### src/rtl/bcrypt_pkg.sv
// Shared definitions for the bcrypt core: key-schedule FSM states, array
// sizes and the default SRAM location of the P-array.
package bcrypt_pkg;

   localparam int NUM_P                  = 18;
   localparam int NUM_S                  = 1024;
   localparam int NUM_PAIRS              = 521;
   localparam int P_ARRAY_OFFSET_DEFAULT = 4000;
   // w_idx value of the final pair; after it the schedule is complete.
   localparam int LAST_W_IDX             = 2 * NUM_PAIRS - 2;

   typedef enum logic [2:0] {
      IDLE    = 3'd0,
      P_RD    = 3'd1,
      P_WR    = 3'd2,
      E_START = 3'd3,
      E_WAIT  = 3'd4,
      E_WR_L  = 3'd5,
      E_WR_R  = 3'd6,
      DONE    = 3'd7
   } ek_state_e;

endpackage

### src/rtl/ek_addr_map.sv
// Maps a key-schedule write index onto the SRAM word address:
// the first 18 indices land in the P-array, the rest in the S-boxes from 0.
module ek_addr_map
   import bcrypt_pkg::*;
#(
   parameter int OFFSET = P_ARRAY_OFFSET_DEFAULT
) (
   input  logic [10:0] idx_i,
   output logic [11:0] addr_o
);

   localparam logic [11:0] OFFSET_W = 12'(OFFSET);
   localparam logic [10:0] NUM_P_W  = 11'(NUM_P);

   logic [10:0] s_idx;

   always_comb begin
      s_idx = idx_i - NUM_P_W;
      if (idx_i < NUM_P_W) begin
         addr_o = OFFSET_W + {1'b0, idx_i};
      end else begin
         addr_o = {1'b0, s_idx};
      end
   end

endmodule

### src/rtl/expand_key.sv
// Blowfish/EksBlowfish key-schedule controller: XORs the key into P, then
// drives 521 chained feistel encryptions and writes results to both SRAMs.
module expand_key
   import bcrypt_pkg::*;
#(
   parameter int P_ARRAY_OFFSET = P_ARRAY_OFFSET_DEFAULT
) (
   input  logic         clk,
   input  logic         reset_l,
   input  logic         start,
   input  logic [4:0]   key_words,
   output logic [4:0]   key_addr,
   input  logic [31:0]  key_word,
   input  logic         salt_en,
   input  logic [127:0] salt,
   output logic         fs_start,
   output logic [31:0]  fs_L,
   output logic [31:0]  fs_R,
   input  logic [31:0]  fs_resultL,
   input  logic [31:0]  fs_resultR,
   input  logic         fs_done,
   output logic         sram_own,
   output logic [11:0]  addr_a,
   output logic [11:0]  addr_b,
   output logic [31:0]  wdata,
   input  logic [31:0]  data_a,
   output logic         cs_a_l,
   output logic         we_a_l,
   output logic         oe_a_l,
   output logic         cs_b_l,
   output logic         we_b_l,
   output logic         oe_b_l,
   output logic         busy,
   output logic         done,
   output logic [2:0]   dbg_state
);

   localparam logic [11:0] OFFSET_W = 12'(P_ARRAY_OFFSET);
   localparam logic [4:0]  NUM_P_W  = 5'(NUM_P);
   localparam logic [4:0]  LAST_P   = 5'(NUM_P - 1);
   localparam logic [10:0] LAST_W   = 11'(LAST_W_IDX);

   ek_state_e   state_q;
   logic [4:0]  p_idx_q;
   logic [4:0]  k_idx_q;
   logic [4:0]  kw_q;
   logic [10:0] w_idx_q;
   logic        salt_en_q;
   logic [31:0] l_q;
   logic [31:0] r_q;

   logic [4:0]  kw_clamped;
   logic [10:0] map_idx;
   logic [11:0] w_addr;
   logic [11:0] p_addr;
   logic [31:0] salt_l;
   logic [31:0] salt_r;

   assign kw_clamped = (key_words == 5'd0 || key_words > NUM_P_W) ? NUM_P_W : key_words;
   assign p_addr     = OFFSET_W + {7'd0, p_idx_q};
   // E_WR_R stores the right half one slot above the left half.
   assign map_idx    = w_idx_q + {10'd0, state_q == E_WR_R};

   ek_addr_map #(.OFFSET(P_ARRAY_OFFSET)) u_addr_map (
      .idx_i  (map_idx),
      .addr_o (w_addr)
   );

   always_ff @(posedge clk or negedge reset_l) begin
      if (!reset_l) begin
         state_q   <= IDLE;
         p_idx_q   <= '0;
         k_idx_q   <= '0;
         kw_q      <= NUM_P_W;
         w_idx_q   <= '0;
         salt_en_q <= 1'b0;
         l_q       <= '0;
         r_q       <= '0;
      end else begin
         case (state_q)
            IDLE: begin
               if (start) begin
                  salt_en_q <= salt_en;
                  kw_q      <= kw_clamped;
                  p_idx_q   <= '0;
                  k_idx_q   <= '0;
                  w_idx_q   <= '0;
                  l_q       <= '0;
                  r_q       <= '0;
                  state_q   <= P_RD;
               end
            end
            P_RD: state_q <= P_WR;
            P_WR: begin
               k_idx_q <= (k_idx_q == kw_q - 5'd1) ? 5'd0 : k_idx_q + 5'd1;
               if (p_idx_q == LAST_P) begin
                  state_q <= E_START;
               end else begin
                  p_idx_q <= p_idx_q + 5'd1;
                  state_q <= P_RD;
               end
            end
            E_START: state_q <= E_WAIT;
            E_WAIT: begin
               if (fs_done) begin
                  l_q     <= fs_resultL;
                  r_q     <= fs_resultR;
                  state_q <= E_WR_L;
               end
            end
            E_WR_L: state_q <= E_WR_R;
            E_WR_R: begin
               w_idx_q <= w_idx_q + 11'd2;
               state_q <= (w_idx_q == LAST_W) ? DONE : E_START;
            end
            DONE: state_q <= IDLE;
            default: state_q <= IDLE;
         endcase
      end
   end

   // Salt words 0/1 go with even pairs, words 2/3 with odd pairs.
   always_comb begin
      salt_l = '0;
      salt_r = '0;
      if (state_q == E_START && salt_en_q) begin
         salt_l = w_idx_q[1] ? salt[63:32] : salt[127:96];
         salt_r = w_idx_q[1] ? salt[31:0]  : salt[95:64];
      end
   end

   always_comb begin
      cs_a_l   = 1'b1;
      we_a_l   = 1'b1;
      oe_a_l   = 1'b0;
      cs_b_l   = 1'b1;
      we_b_l   = 1'b1;
      oe_b_l   = 1'b0;
      addr_a   = '0;
      addr_b   = '0;
      wdata    = '0;
      fs_start = 1'b0;
      sram_own = 1'b1;
      case (state_q)
         P_RD: begin
            cs_a_l = 1'b0;
            addr_a = p_addr;
         end
         P_WR: begin
            cs_a_l = 1'b0;
            cs_b_l = 1'b0;
            we_a_l = 1'b0;
            we_b_l = 1'b0;
            oe_a_l = 1'b1;
            oe_b_l = 1'b1;
            addr_a = p_addr;
            addr_b = p_addr;
            wdata  = data_a ^ key_word;
         end
         E_START: begin
            fs_start = 1'b1;
            sram_own = 1'b0;
         end
         E_WAIT: sram_own = 1'b0;
         E_WR_L, E_WR_R: begin
            cs_a_l = 1'b0;
            cs_b_l = 1'b0;
            we_a_l = 1'b0;
            we_b_l = 1'b0;
            oe_a_l = 1'b1;
            oe_b_l = 1'b1;
            addr_a = w_addr;
            addr_b = w_addr;
            wdata  = (state_q == E_WR_L) ? l_q : r_q;
         end
         default: ;
      endcase
   end

   assign fs_L      = l_q ^ salt_l;
   assign fs_R      = r_q ^ salt_r;
   assign key_addr  = k_idx_q;
   assign busy      = (state_q != IDLE);
   assign done      = (state_q == DONE);
   assign dbg_state = state_q;

endmodule

### config.mk
export PLATFORM = sky130hd
export DESIGN_NAME = expand_key
export DESIGN_NICKNAME = d
export VERILOG_FILES = /design/src/rtl/bcrypt_pkg.sv /design/src/rtl/ek_addr_map.sv /design/src/rtl/expand_key.sv
export SDC_FILE = /design/constraint.sdc
export NUM_CORES = 1
export LEC_CHECK = 0
export CORE_AREA = 2 2 159 161
export CTS_CLUSTER_DIAMETER = 50
export DETAILED_ROUTE_END_ITERATION = 10
export DIE_AREA = 0 0 161 163
export SLEW_MARGIN = 30
export SYNTH_ARGS = -nofsm -noshare
export SYNTH_HDL_FRONTEND = slang
export SYNTH_HIERARCHICAL = 1
export SYNTH_SLANG_ARGS = --single-unit
### constraint.sdc
create_clock -name clk -period 2.7 [get_ports clk]
set_clock_uncertainty 0.05 [all_clocks]
set_input_delay 0.54 -clock clk [delete_from_list [all_inputs] [get_ports clk]]
set_output_delay 0.54 -clock clk [all_outputs]
set_load 0.05 [all_outputs]
==> results.txt, run 1 <==
The number of antenna violations at the first check in global routing is 5. In the final routed layout, each cell accounts on average for 21.2 um. The final-report setup violation count came out at 56.

The fraction of the yosys area taken by sequential cells came out at 0.334. The signal on the critical path passes through ha_4 -> or3_4 -> a211o_1 -> o31ai_2 -> o21ai_1 -> inv_2 -> o22ai_2 -> buf_12. The gate count of the mapped netlist is 816. The share of the cycle needed by the critical path after routing came out at 1.13. The final number of hold-violating endpoints came out at 0. Detailed placement ended at an HPWL of 26.5 mm. The transition at the pin with the smallest max-transition slack is 0.520 ns. The run finished, with violations left.

The utilization of the core after routing is 0.598. Counting flops with an async set or reset pin after synthesis yields a share of 1.00. The shortest clock period the worst path allows after layout came out at 3.04 ns.

The tree is rooted in a sky130_fd_sc_hd__clkbuf_16. The die area came out at 26200 sq um. The clock slew at the register clock pins of the worst setup and hold paths came out at 0.07 ns. The detail route stage leaves a number of antenna-violating nets equal to 0.

The max-slew violation total from the final report is 0. The maximum buffer depth of the clock tree is 2. After floorplanning, the core was divided into 58 placement rows. The sum of negative setup slack came out at -9.39 ns. The count of buffers from port buffering is 403.

The fmax is 329 MHz. Of the post-synthesis cell area, the dominant cell type holds 0.326. The net count after synthesis is 1091. The final reports fail on setup timing. The share of post-route cells with drive strength above 1 came out at 0.292. The leftover overflow at the end of global routing came out at 0. By area the synthesized netlist is led by sky130_fd_sc_hd__dfrtp_1, sky130_fd_sc_hd__mux2i_1, sky130_fd_sc_hd__xor2_1.

The final worst hold slack is 0.00305 ns. At the worst endpoint, the arrival time is 2.45 ns. The pre-CTS setup slack came out at -0.206 ns. The reported leakage power came out at 5.93 nW. In the synthesized netlist the dominant register cell turns out to be sky130_fd_sc_hd__dfrtp_1. Buffers inserted during clock tree synthesis total 9.

Counting flops with a built-in enable in the synthesized netlist gives 0. From synthesis to final layout, the design area changed by 112%. The total of flip-flops plus latches after synthesis came out at 93. STA classifies the critical path startpoint as a register. For the worst-skew pair, the clock arrives at the later sink with an insertion delay of 0.35 ns. The CTS sink count is 93. The placer's final routability congestion estimate is 0.818. The reported max-cap violation count came out at 0.

The total power per unit cell area is 1120 nW/um^2. The global router's overall resource usage came out at 0.249. The area of placed instances came out at 14100 sq um. The first global-routing pass estimated 49.0 mm of wire. The DRC violation count after routing came out at 0. The worst-case IR drop observed on VDD is 1.11 mV. Entering global routing, the biggest net connects 52 pins. The summed area of non-filler cells in the final layout came out at 14800 sq um. The number of cells on the worst reg-to-reg path is 6. The area of the mapped netlist came out at 6980 sq um. The clock tree synthesis step divided the H-tree into 3 levels. The count of boundary I/O pins is 404. The number of warning messages in the yosys log came out at 6.

For the worst setup path, the data required time is 2.11 ns. The first routing iteration left 459 violations. In this run the horizontal extent of the chip is 161 um. The post-layout worst setup margin came out at -0.343 ns. The first-pass iteration count of the detailed router is 4. Among all stages on the critical path, the largest delay is contributed by sky130_fd_sc_hd__dfrtp_4. Setup repair after global routing could not meet its margin everywhere. The clock tree from TritonCTS is done. The total number of nets in the final design came out at 1494.

The worst slew margin relative to its limit is 0.652. In this run the worst path has a maximum fanout of 3. The number of global-route vias before repair is 7659. The average vias per placed instance is 4.89. The worst setup path is captured at an output pin. The most area-hungry cell type in the Yosys netlist is sky130_fd_sc_hd__dfrtp_1. The synthesized area per cell is 8.55 sq um.

The vertical die dimension is 163 um. Summed over all layers, the routed wires come to 33.1 mm. The initial utilization of the core area, before any placement, comes to 0.283. The hold-fix buffer count after cts is 0. The setup path with the least slack is of type reg2out. The largest stage delay on the critical path came out at 0.49 ns. The total core area is 24700 sq um. The total number of vias came out at 7605. The tightest min-delay check is of the in2async type. The count of distinct cell types in the synthesized netlist came out at 55.
==> path summary, 6_finish.rpt <==
kind	startpoint	to	slack, ns
setup / recovery	w_idx_q[1]	addr_b[10]	-0.34
hold / removal	reset_l	kw_q[3]	0.003
setup reg to reg	dbg_state[2]	p_idx_q[2]	0.67
hold reg to reg	kw_q[4]	kw_q[4]	0.43
max in group asynchronous	reset_l	l_q[22]	1.92
min in group clk	kw_q[4]	kw_q[4]	0.43
==> state kept, by name, indices dropped and copies added, names as in the netlist <==
register	count
p_idx_q	5
l_q	32
r_q	32
kw_q	5
dbg_state	3
w_idx_q	10
key_addr	5
salt_en_q	1
==> cell usage after synthesis (2+ instances only) <==
library cell and number:
sky130_fd_sc_hd__clkbuf_1 37, sky130_fd_sc_hd__inv_1 19, sky130_fd_sc_hd__mux2i_1 71, sky130_fd_sc_hd__o22ai_1 8, sky130_fd_sc_hd__o21ai_0 48, sky130_fd_sc_hd__nand2b_1 7, sky130_fd_sc_hd__a31oi_1 3, sky130_fd_sc_hd__a21oi_1 47
sky130_fd_sc_hd__nor4b_1 2, sky130_fd_sc_hd__o21ai_1 5, sky130_fd_sc_hd__nand2_1 66, sky130_fd_sc_hd__and3_1 4, sky130_fd_sc_hd__nand4_1 8, sky130_fd_sc_hd__xor2_1 76, sky130_fd_sc_hd__o221ai_1 2, sky130_fd_sc_hd__o31ai_1 5
sky130_fd_sc_hd__buf_2 18, sky130_fd_sc_hd__a32o_1 2, sky130_fd_sc_hd__nor2b_1 4, sky130_fd_sc_hd__dfrtp_1 91, sky130_fd_sc_hd__buf_4 5, sky130_fd_sc_hd__buf_6 2, sky130_fd_sc_hd__nor2_1 127, sky130_fd_sc_hd__o211ai_1 4
sky130_fd_sc_hd__nor3_2 2, sky130_fd_sc_hd__xnor2_1 40, sky130_fd_sc_hd__dfstp_2 2, sky130_fd_sc_hd__a22o_1 65, sky130_fd_sc_hd__nor4_1 3, sky130_fd_sc_hd__ha_1 9, sky130_fd_sc_hd__nand3_1 10
==> layout make-up <==
cell class / instances / area [sq um]
fillers: 2093 / 9910
flip-flops and latches: 93 / 2340
repair buffers: 455 / 5780
diodes: 2 / 5.00
inverters: 20 / 81.3
clock buffers: 10 / 239
well taps: 330 / 413
multi-input cells: 640 / 5860
clock inverters: 6 / 45.0
==> power breakdown <==
part / switching (mW) / internal [mW]
logic: 6.73 / 5.66
registers: 0.952 / 1.88
clock network: 0.597 / 0.658
total: 8.28 / 8.20
==> cells by family after synthesis <==
logic type | count (synthesis) | share of synthesized area
AOI/OAI and AO/OA | 197 | 0.191
muxes | 72 | 0.103
and+or+nand+nor | 245 | 0.156
DFF | 93 | 0.334
buffers and inverters | 83 | 0.0527
xor gates and xnor gates | 116 | 0.146
adders and majority gates | 9 | 0.0161
other | 1 | 0.000538
==> metal layers <==
metal  GRT usage  up-vias  share of wire
li1            -     3611              -
met1       0.323     3693           0.42
met2       0.423      258           0.50
met3      0.0517       37          0.059
met4      0.0698        6          0.022
met5           0        -         0.0012
==> timing repair <==
| action | in CTS | in global routing |
|---|---|---|
| pin swaps | 10 | 11 |
| buffers inserted | 8 | 1 |
| gates cloned | 0 | 0 |
| resized for setup | 19 | 48 |
| setup endpoints to repair | 97 | 85 |
==> critical path, delay by kind of cell (launching register included) <==
kind                     cells  cell delay, ns
buffers and inverters        2            0.27
flip-flops                   1            0.49
AND/OR/NAND/NOR              1            0.36
adder cells (fa/ha/maj)      1            0.26
AO/OA/AOI/OAI                4            0.72
==> stage by stage <==
step                      instances  total power [mW]
final                          1556              16.5
after global placement         1529              15.0
after floorplan                 816              9.37
after detailed placement       1529              15.0
after CTS                      1553              16.5
after global routing           1555              17.2
==> cells in the final DEF (no fill, tap or decap), drive strengths merged, types with 3 or more instances in the layout <==
cell type / Yosys / layout
a31oi: 3 / 3
nor2: 127 / 127
o211ai: 5 / 5
ha: 9 / 9
xnor2: 40 / 40
mux2i: 71 / 71
dfrtp: 91 / 91
nor4: 4 / 4
buf: 26 / 183
clkdlybuf4s50: 0 / 271
nand3: 11 / 11
clkinv: 0 / 4
clkbuf: 37 / 11
nand2b: 7 / 7
o21ai: 54 / 54
o31ai: 6 / 6
nor2b: 4 / 4
a21oi: 47 / 47
and3: 4 / 4
xor2: 76 / 76
inv: 20 / 21
a22o: 65 / 65
nand2: 66 / 66
nand4: 8 / 8
o22ai: 8 / 8
nor3: 3 / 3
Power figures use the tool's default switching activity.
==> run 2: changes to the inputs <==
SKIP_CTS_REPAIR_TIMING = 1   (was default)
==> results.txt, run 2 (synthesized netlist as in run 1, its figures left out) <==
The width of the die came out at 161 um. The total number of vias came out at 7623. The fmax is 323 MHz. The vertical die dimension is 163 um. Setup repair after global routing could not meet its margin everywhere. Entering global routing, the biggest net connects 52 pins.

The number of antenna violations at the first check in global routing was 5. The largest registers in the layout are l_q: 32 flops, r_q: 32 flops, w_idx_q: 10 flops. Traced cell by cell, the critical path runs through xor2_1 -> inv_1 -> ha_4 -> and2b_1 -> o211ai_4 -> nand2_1 -> xnor2_2 -> mux2i_2 -> buf_4 -> nor2_4 -> buf_12. The checks that failed: setup timing.

The average vias per placed instance came out at 4.91. The reported leakage power came out at 5.91 nW. The data required time at the worst endpoint is 2.11 ns. The worst register-to-register path begins at dbg_state[2]. The total number of nets in the final design is 1492. The buffering stage count on the worst path with inverters included is 3. The DRC violation count after routing came out at 0.

In this run the clock root is driven by a sky130_fd_sc_hd__clkbuf_16. The max-slew violation total from the final report is 0. Leaving out filler cells and counting taps, the final layout contains 1554.

The number of cell rows came out at 58. The clock buffer count from CTS is 9. The cell at the slowest stage of the critical path is sky130_fd_sc_hd__dfrtp_1. The clock tree from TritonCTS is done. After floorplanning, the core was sized to cover 24700 sq um. The placer's final routability congestion estimate is 0.818. In the final layout, the share of cells above drive strength 1 is 0.318. Headroom to the max-slew limit came out at 0.652. The die area is 26200 sq um. Detailed placement ended at an HPWL of 26.5 mm. The length in cells of the worst reg-to-reg path came out at 6.

The wire length of the first global-routing pass came out at 48.7 mm. Broken down by cell family, the worst path's largest delay share belongs to buffers and inverters. The number of global-route vias before repair is 7567. Summing all multi-input logic gate instances after layout gives 5870 sq um. The total of fill cells in the finished design is 2102.

The data arrival time of the critical path is 2.51 ns. The class of the most critical hold timing path is in2async. The largest stage delay on the critical path is 0.36 ns. Registers take 2340 sq um. The final-report setup violation count came out at 20.

The worst reg2reg path endpoint is p_idx_q[2]. The most common library cell in the layout ignoring fill and taps is sky130_fd_sc_hd__clkdlybuf4s50_1. CTS built an H-tree with a depth of 3. The leftover overflow at the end of global routing is 0. The sum of negative setup slack came out at -6.40 ns. The shortest clock period the worst path allows after layout is 3.10 ns.

The post-layout worst setup margin is -0.399 ns. The reported max-cap violation count came out at 0. The total power per unit cell area came out at 1110 nW/um^2. The area growth from synthesis to layout is 112%. The worst setup path is of the reg2out kind. The count of boundary I/O pins is 404.

The flop-to-flop setup slack is 0.67 ns. The final wirelength came out at 33.1 mm. The global router's overall resource usage is 0.248.

The share of the cycle needed by the critical path after routing came out at 1.15. STA classifies the critical path startpoint as a register. The flow ran to the end, but the final reports show violations. Leaving out fill and tap cells, the most frequent cells in the layout are sky130_fd_sc_hd__clkdlybuf4s50_1, sky130_fd_sc_hd__buf_12, sky130_fd_sc_hd__dfrtp_1, sky130_fd_sc_hd__mux2i_1, sky130_fd_sc_hd__a22o_1.

The clock latency reported for the late side of the worst-skew pair is 0.35 ns. The overall power consumption came out at 16.5 mW. The count of buffers from port buffering came out at 403. The clock net in this run drives a total of 93 sinks. The pre-CTS setup slack came out at -0.206 ns. The placed cell count came out at 1529. The detail route stage leaves a number of antenna-violating nets equal to 0. The first-pass iteration count of the detailed router came out at 4. The worst ir drop on vdd came out at 1.11 mV.

The clock passes through at most 2 buffers. At the pin with the least slew margin, the transition time is 0.520 ns. The initial utilization of the core area, before any placement, comes to 0.283.

The category of the worst setup path capture point is an output pin. The final number of hold-violating endpoints came out at 0. After detailed routing, the average wire length per cell comes to 21.3 um. The number of DRC markers in iteration 0 is 491.

The worst-path maximum fanout came out at 5. The clock slew at the register clock pins of the worst setup and hold paths came out at 0.07 ns.
[run 2: worst max-delay path by stage]
stage,from,to,depth (start not counted)
finish,w_idx_q[2],addr_a[3],11
floorplan,dbg_state[0],addr_b[10],5
global placement,w_idx_q[1],addr_b[8],11
detailed placement,w_idx_q[1],addr_b[3],10
global route,w_idx_q[2],addr_a[3],11
CTS,w_idx_q[1],addr_b[3],10
[run 2: layout make-up]
type                       instances  area share
antenna                            2    0.000339
tap                              330      0.0280
clock inverter                     6     0.00305
inverter                          20     0.00534
sequential                        93       0.159
clock buffer                      10      0.0162
multi-input combinational        640       0.398
timing repair buffer             453       0.391
[run 2: worst reg2reg max path, cell delays in order, from the launching register on]
cell and delay (ns):
sky130_fd_sc_hd__dfrtp_4 0.53, sky130_fd_sc_hd__buf_12 0.20, sky130_fd_sc_hd__or4b_4 0.68, sky130_fd_sc_hd__o21ai_4 0.17, sky130_fd_sc_hd__nand3_2 0.10, sky130_fd_sc_hd__xor2_1 0.14
sky130_fd_sc_hd__nor2_1 0.05
[run 2: metal layers]
metal / global-route usage / share of wire / routed length (um)
met1: 0.321 / 0.42 / 13800
met2: 0.421 / 0.50 / 16600
met3: 0.0517 / 0.060 / 1980
met4: 0.0698 / 0.021 / 692
met5: 0 / 0.0012 / 41
[run 2: stage by stage]
step | area [sq um] | hold WS, ns | utilization
final | 14800 | 0.00334 | 0.598
after global routing | 14800 | 0.0174 | 0.598
after CTS | 14400 | 0.00689 | 0.584
after detailed placement | 14100 | 0.388 | 0.573
after global placement | 14100 | 0.387 | 0.573
after floorplan | 8320 | 0.194 | -
[run 2: power by group]
| group | switching, mW | internal [mW] | total (mW) |
|---|---|---|---|
| clock network | 0.597 | 0.658 | 1.25 |
| logic | 6.74 | 5.63 | 12.4 |
| registers | 0.956 | 1.88 | 2.84 |
| total | 8.29 | 8.17 | 16.5 |
